$ cat config.mk
export PLATFORM = sky130hd
export DESIGN_NAME = e15_prog_loader
export DESIGN_NICKNAME = d
export VERILOG_FILES = /design/src/rtl/e15_prog_loader.sv
export SDC_FILE = /design/constraint.sdc
export NUM_CORES = 1
export LEC_CHECK = 0
export CAP_MARGIN = 20
export CORE_UTILIZATION = 45
export DETAILED_ROUTE_END_ITERATION = 16
export RECOVER_POWER = 100
export SLEW_MARGIN = 10
export SYNTH_ARGS = -nofsm -noshare
export SYNTH_HDL_FRONTEND = slang
export SYNTH_SLANG_ARGS = --single-unit
$ cat constraint.sdc
create_clock -name clk -period 2.12 [get_ports clk]
set_input_delay 0.424 -clock clk [delete_from_list [all_inputs] [get_ports clk]]
set_output_delay 0.424 -clock clk [all_outputs]
set_load 0.02 [all_outputs]
$ cat src/rtl/e15_prog_loader.sv
// Program loader for the E15 processor: clears a 16-word program memory, accepts a
// valid/ready stream of instruction words, then serves fetches while the CPU runs.
module e15_prog_loader #(
  parameter int WORD_W = 12,
  parameter int DEPTH  = 16
) (
  input  logic              clk,
  input  logic              rst,
  input  logic              ld_valid,
  output logic              ld_ready,
  input  logic [WORD_W-1:0] ld_word,
  input  logic              ld_last,
  input  logic              restart,
  input  logic [3:0]        pc,
  output logic [WORD_W-1:0] instr,
  output logic              cpu_run,
  output logic              load_done,
  output logic [4:0]        word_count,
  output logic              err_overflow
);

  typedef enum logic [1:0] {CLEAR, LOAD, RUN} state_e;

  state_e            state_q, state_d;
  logic [3:0]        clr_ptr_q, clr_ptr_d;
  logic [3:0]        wr_ptr_q, wr_ptr_d;
  logic [4:0]        cnt_q, cnt_d;
  logic              err_q, err_d;
  logic              run_q, run_d;
  logic              done_q, done_d;
  logic [WORD_W-1:0] mem_q [DEPTH];

  logic              xfer;
  logic              mem_we;
  logic [3:0]        mem_addr;
  logic [WORD_W-1:0] mem_wdata;

  always_comb begin
    state_d   = state_q;
    clr_ptr_d = clr_ptr_q;
    wr_ptr_d  = wr_ptr_q;
    cnt_d     = cnt_q;
    err_d     = err_q;
    done_d    = 1'b0;
    mem_we    = 1'b0;
    mem_addr  = clr_ptr_q;
    mem_wdata = '0;
    xfer      = (state_q == LOAD) && ld_valid;
    unique case (state_q)
      CLEAR: begin
        mem_we    = 1'b1;
        clr_ptr_d = clr_ptr_q + 4'd1;
        if (clr_ptr_q == 4'(DEPTH - 1)) state_d = LOAD;
      end
      LOAD: begin
        if (xfer) begin
          mem_we    = 1'b1;
          mem_addr  = wr_ptr_q;
          mem_wdata = ld_word;
          wr_ptr_d  = wr_ptr_q + 4'd1;
          cnt_d     = cnt_q + 5'd1;
          // The 16th word ends the load even without ld_last; flag it as overflow.
          if (ld_last) begin
            state_d = RUN;
            done_d  = 1'b1;
          end else if (cnt_q == 5'(DEPTH - 1)) begin
            state_d = RUN;
            done_d  = 1'b1;
            err_d   = 1'b1;
          end
        end
      end
      RUN: begin
        if (restart) begin
          state_d   = CLEAR;
          clr_ptr_d = '0;
          wr_ptr_d  = '0;
          cnt_d     = '0;
          err_d     = 1'b0;
        end
      end
      default: state_d = CLEAR;
    endcase
    run_d = (state_d == RUN);
  end

  always_ff @(posedge clk or posedge rst) begin
    if (rst) begin
      state_q   <= CLEAR;
      clr_ptr_q <= '0;
      wr_ptr_q  <= '0;
      cnt_q     <= '0;
      err_q     <= 1'b0;
      run_q     <= 1'b0;
      done_q    <= 1'b0;
    end else begin
      state_q   <= state_d;
      clr_ptr_q <= clr_ptr_d;
      wr_ptr_q  <= wr_ptr_d;
      cnt_q     <= cnt_d;
      err_q     <= err_d;
      run_q     <= run_d;
      done_q    <= done_d;
    end
  end

  // Memory has no reset; CLEAR rewrites every location before the CPU can fetch.
  always_ff @(posedge clk) begin
    if (mem_we) mem_q[mem_addr] <= mem_wdata;
  end

  assign ld_ready     = (state_q == LOAD);
  assign instr        = (state_q == RUN) ? mem_q[pc] : '0;
  assign cpu_run      = run_q;
  assign load_done    = done_q;
  assign word_count   = cnt_q;
  assign err_overflow = err_q;

endmodule

Yosys cells after proc, flatten, opt, wreduce, memory -nomap -nowiden
Memory sizes are Yosys's and may differ from the RTL's.
Cells that the tools add are included.
- register bits after elaboration: 18
- bits in writable memories: 192
- input port bits: 21
- output and inout bits: 21
- logic and storage cells: 58
- memories kept: 1
- $add $sub $neg: 3
- eq/ne operators: 9
- muxes and demuxes: 31
- reduce and logical (&&, ||, !) cells: 7
- memories (memory ; words ; bits a word ; read ports ; clocked after memory_dff ; wr ports ; RTL line ; RTL):
    mem_q ; 16 ; 12 ; 1 ; 0 ; 1 ; 31 ; logic [WORD_W-1:0] mem_q [DEPTH];
- operators by type and width (operator ; count):
    12-bit 2-to-1 mux ; 3
    4-bit 2-to-1 mux ; 4
    4-bit case mux with 2 select lines ; 2
    1-bit 2-to-1 mux ; 11
    2-bit 2-to-1 mux ; 5
    5-bit 2-to-1 mux ; 2
    5-bit case mux with 2 select lines ; 1
    4-bit by 1-bit adder with 4-bit output (second input constant) ; 2
    2-bit case mux with 3 select lines ; 1
    5-bit by 1-bit adder with 5-bit output (second input constant) ; 1
    5-bit by 4-bit == test with 1-bit output (second input constant) ; 1
    5-bit AND reduction ; 1
    2-bit == test (second input constant) ; 2
    4-bit == test (second input constant) ; 1
    2-bit by 1-bit != test with 1-bit output (second input constant) ; 2
    2-bit != test (second input constant) ; 2
    1-bit case mux with 2 select lines ; 2
    2-bit nonzero test ; 2
    3-bit AND reduction ; 1
    2-bit by 1-bit == test with 1-bit output (second input constant) ; 1
    2-bit logical NOT ; 1
    2-bit AND reduction ; 1
    1-bit logical AND ; 1

Depth between registers and ports, before layout
- word-level depth: 6
- gate-level depth with buffers: 7
- mapped depth without buffers: 6

Worst setup path after synthesis
OpenSTA, ideal clock, no wires.
- path type: input -> output
- start point: in pc[0]
- end point: out instr[10]
- arrival: 1.620 ns
- required time: 1.696 ns
- setup slack: 0.076 ns
- cell stages on the path: 6
- buffers on the path: 3
- cell sequence: buf_6 buf_6 buf_4 nand2_1 o221ai_1 o21ai_0
- longest elaborated chain between the ends: 2
- RTL lines (element ; RTL line ; RTL):
    start: declaration ; 14 ; input logic [3:0] pc,
    memory 16 x 12 bit ; -- ;
    12-bit 2-to-1 mux ; 113 ; assign instr = (state_q == RUN) ? mem_q[pc] : '0;
    end: declaration ; 15 ; output logic [WORD_W-1:0] instr,
No other way between the ends.

Worst setup path after layout
- start point: reg state_q[0]
- end point: out instr[4]
- longest elaborated chain between the ends: 2
- RTL lines (element ; RTL line ; RTL):
    start: declaration ; 24 ; state_e state_q, state_d;
    start signal: assignment ; 97 ; state_q <= state_d;
    2-bit == test ; 113 ;
    12-bit 2-to-1 mux ; 113 ;
No other way between the ends.

==> flow_metrics.env <==
export IMPL_layout_cells_most_common="sky130_fd_sc_hd__edfxtp_1"
export IMPL_cts_buffers_inserted=22
export IMPL_family_with_the_most_delay_on_the_worst_path="buffers and inverters"
export IMPL_cellLeakagePower_uw=0.00396
export IMPL_critical_path_max_fanout=8
export IMPL_site_row_count=50
export IMPL_worst_slack_ns=-0.193
export IMPL_final_antenna_net_count=0
export IMPL_grt_start_max_net_pins=19
export IMPL_dp_hpwl_um=12700
export IMPL_synthDistinctLibCells=39
export IMPL_clock_tree_htree_level_count=1
export IMPL_syn_cell_area_um2=8600
export IMPL_drc=0
export IMPL_route_detailed_wl_per_inst_um=21.4
export IMPL_number_of_iterations_in_the_first_detailed_routing_pass=5
export IMPL_timing_final_hold_violations=0
export IMPL_layout_cells_most_common_list="sky130_fd_sc_hd__edfxtp_1 (192), sky130_fd_sc_hd__buf_4 (44), sky130_fd_sc_hd__mux2i_1 (39)"
export IMPL_finalCoreUtilization_pct=57.9
export IMPL_grt_usage_pct=19.7
export IMPL_diodes=0
export IMPL_layout_nets=642
export IMPL_antenna_found_initial=0
export IMPL_chipWidth_um=140
export IMPL_clkTransAtPathRegs_ns=0.06
export IMPL_synthesis_instances=502
export IMPL_setup_worst_path_start_class="register"
export IMPL_fp_dieH_um=140
export IMPL_fin_total_pwr_uw=12300
export IMPL_peak_supply_drop_v=0.000712
export IMPL_report_final_setup_viol=77
export IMPL_critical_path_required_ns=1.70
export IMPL_layout_drive_gt1_share_pct=31.3
export IMPL_min_period_ns=2.31
export IMPL_cpMaxStageDelayCell="sky130_fd_sc_hd__dfrtp_1"
export IMPL_ys_ff_latch=210
export IMPL_cp_cell_sequence="clkbuf_1 -> nor3b_4 -> buf_6 -> buf_4 -> nand3_2 -> nand2_1 -> buf_2"
export IMPL_cts_root_buf="sky130_fd_sc_hd__clkbuf_16"
export IMPL_clkLatencyLatePin_ns=0.50
export IMPL_synthesis_area_per_instance_um2=17.1
export IMPL_worst_r2r_cell_count=7
export IMPL_cap_viol_max_count=0
export IMPL_global_route_overflow_total=0
export IMPL_worst_path_arrival_time_ns=1.89
export IMPL_grt_pass1_vias=4993
export IMPL_setup_reg_to_reg_worst_slack_ns=-0.07
export IMPL_grt_pass1_wl_um=29000
export IMPL_yosys_warnings=0
export IMPL_hold_path_class="primary input to asynchronous set/reset pin"
export IMPL_initial_core_util_pct=46.0
export IMPL_critical_path_n_buffers_inverters=4
export IMPL_slowest_delay_ns=0.37
export IMPL_floorplan_core_area_um2=18700
export IMPL_tightest_slew_ns=0.634
export IMPL_fmax_mhz=432
export IMPL_syn_to_final_growth_pct=25.9
export IMPL_rsz0062_at_grt="yes"
export IMPL_detail_route_wirelength_um=18600
export IMPL_cts_tree="done"
export IMPL_detailroute_via_count=4828
export IMPL_path_depth=7
export IMPL_run_status="finished, violations left"
export IMPL_cts_sinks=210
export IMPL_timing_final_crit_share_pct=109
export IMPL_fillerInstances=1396
export IMPL_dieArea_um2=19700
export IMPL_power_density_nw_per_um2=1140
export IMPL_port_buffers=41
export IMPL_drt_first_iter_violations=391
export IMPL_critPathCaptureType="output port"
export IMPL_number_of_placed_i_o_pins=42
export IMPL_route_detailed_vias_per_inst=5.57
export IMPL_ctsLongestPathBuffers=3
export IMPL_finalWeightedCongestion=0.797
export IMPL_synth_seq_area_share_pct=72.3
export IMPL_max_slew_margin_rel_pct=57.7
export IMPL_timing_max_transition_violations_final=0
export IMPL_synth_fp_nets=527
export IMPL_setup_worst_path_class="register to output port"
export IMPL_violations_in_the_final_reports="setup timing"
export IMPL_timing_clock_skew_ns=0.0118
export IMPL_r2r_start="state_q[0]$_DFF_PP0_"
export IMPL_regToRegEndpoint="mem_q[9][11]$_DFFE_PP_"
[state kept, by name, summed over array words and instances (netlist names)]
name / count
load_done: 1
wr_ptr_q: 4
clr_ptr_q: 4
err_overflow: 1
mem_q: 192
cpu_run: 1
state_q: 2
word_count: 5
[timing repair]
item | CTS | global route
hold buffers | 0 | 0
pin swaps | 10 | 11
endpoints found under the setup margin | 32 | 216
gates resized for setup | 107 | 34
setup buffers | 3 | 2
[worst register-to-register path, delay by kind of cell, from the launching register on]
| family | cells | cell delay (ns) |
|---|---|---|
| buffers and inverters | 3 | 0.60 |
| and+or+nand+nor | 3 | 0.57 |
| AOI/OAI and AO/OA | 1 | 0.43 |
| DFF | 1 | 0.33 |
[through the flow]
| step | worst slack (ns) | hold slack [ns] | cell area, um2 | std cells | setup TNS, ns |
|---|---|---|---|---|---|
| 2_1_floorplan | 0.0763 | 0.363 | 8600 | 502 | 0 |
| 3_3_place_gp | -0.896 | 0.501 | 9950 | 822 | -41.80 |
| 3_5_place_dp | -0.918 | 0.526 | 9950 | 822 | -51.91 |
| 4_1_cts | -0.203 | 0.181 | 10700 | 865 | -1.67 |
| 5_1_grt | -0.254 | 0.361 | 10800 | 867 | -29.80 |
| 6_report | -0.193 | 0.324 | 10800 | 867 | -4.21 |
[kinds of logic (layout without fill, tap and decap cells)]
kind of cell    count (synthesis)  after routing  share of synthesized area [%]
simple gates                  113            113                           6.86
flops                         210            210                           72.3
xor+xnor                        4              4                          0.407
buf+inv                        35            166                           2.43
compound gates                 60             60                           4.74
fa+ha+maj                       4              4                          0.582
mux                            76             76                           12.7
[where the power goes]
| part | leakage (uW) | total, uW | internal [uW] | switching, uW |
|---|---|---|---|---|
| logic | 0.00160 | 2950 | 1250 | 1700 |
| clock network | 0.000336 | 3590 | 2120 | 1470 |
| registers | 0.00202 | 5770 | 5490 | 284 |
[how the worst max path moves through the flow]
stage,start,endpoint
5_1_grt,mem_q[13][4]$_DFFE_PP_,instr[4]
2_1_floorplan,pc[0],instr[10]
3_3_place_gp,pc[1],instr[0]
3_5_place_dp,pc[1],instr[10]
6_report,state_q[0]$_DFF_PP0_,instr[4]
4_1_cts,mem_q[9][2]$_DFFE_PP_,instr[2]
[metal layers]
metal	share of wire, %	GRT usage [%]	routed length (um)	vias up
li1	-	-	-	2204
met1	44	27.3	8160	2467
met2	49	33.0	9070	128
met3	4.9	2.60	906	29
met4	2.3	5.55	436	0
met5	0	0	0	-
[synthesized netlist by cell type]
cell / n / area (um2)
sky130_fd_sc_hd__and2_1: 13 / 81.3
sky130_fd_sc_hd__o211ai_1: 7 / 52.6
sky130_fd_sc_hd__buf_6: 4 / 45.0
sky130_fd_sc_hd__a22o_1: 3 / 26.3
sky130_fd_sc_hd__ha_1: 4 / 50.1
sky130_fd_sc_hd__a21oi_1: 6 / 30.0
sky130_fd_sc_hd__buf_2: 10 / 50.1
sky130_fd_sc_hd__xor2_1: 4 / 35.0
sky130_fd_sc_hd__mux2i_1: 40 / 400
sky130_fd_sc_hd__clkbuf_1: 7 / 26.3
sky130_fd_sc_hd__or2_2: 1 / 6.26
sky130_fd_sc_hd__clkbuf_4: 1 / 7.51
sky130_fd_sc_hd__a31oi_1: 4 / 25.0
sky130_fd_sc_hd__nand3_1: 14 / 70.1
sky130_fd_sc_hd__edfxtp_1: 192 / 5770
sky130_fd_sc_hd__nor3b_1: 3 / 22.5
sky130_fd_sc_hd__inv_1: 8 / 30.0
sky130_fd_sc_hd__mux4_1: 5 / 131
sky130_fd_sc_hd__a211oi_1: 1 / 7.51
sky130_fd_sc_hd__nand3_2: 1 / 10.0
sky130_fd_sc_hd__nand2_1: 18 / 67.6
sky130_fd_sc_hd__nand3b_1: 2 / 15.0
sky130_fd_sc_hd__and3b_1: 3 / 26.3
sky130_fd_sc_hd__buf_4: 4 / 30.0
sky130_fd_sc_hd__nand2b_1: 15 / 93.8
sky130_fd_sc_hd__o21ai_0: 13 / 65.1
sky130_fd_sc_hd__buf_12: 1 / 20.0
sky130_fd_sc_hd__nor3_1: 2 / 10.0
sky130_fd_sc_hd__nand2b_4: 1 / 13.8
sky130_fd_sc_hd__dfrtp_1: 18 / 450
sky130_fd_sc_hd__nand4_1: 2 / 12.5
sky130_fd_sc_hd__mux4_2: 19 / 428
sky130_fd_sc_hd__and4b_1: 1 / 10.0
sky130_fd_sc_hd__and3_1: 2 / 12.5
sky130_fd_sc_hd__o221ai_1: 5 / 43.8
sky130_fd_sc_hd__nor2_1: 32 / 120
sky130_fd_sc_hd__mux2_2: 12 / 135
sky130_fd_sc_hd__a22oi_1: 21 / 158
sky130_fd_sc_hd__nor2b_1: 3 / 18.8
[cell type report]
type / instances / area, um2 / area share (%)
sequential: 210 / 6220 / 57.4
multi-input combinational: 257 / 2340 / 21.6
timing repair buffer: 118 / 1270 / 11.7
clock buffer: 32 / 649 / 5.99
tap: 234 / 293 / 2.70
clock inverter: 8 / 41.3 / 0.381
inverter: 8 / 30.0 / 0.277
(Power assumes the default switching activity.)
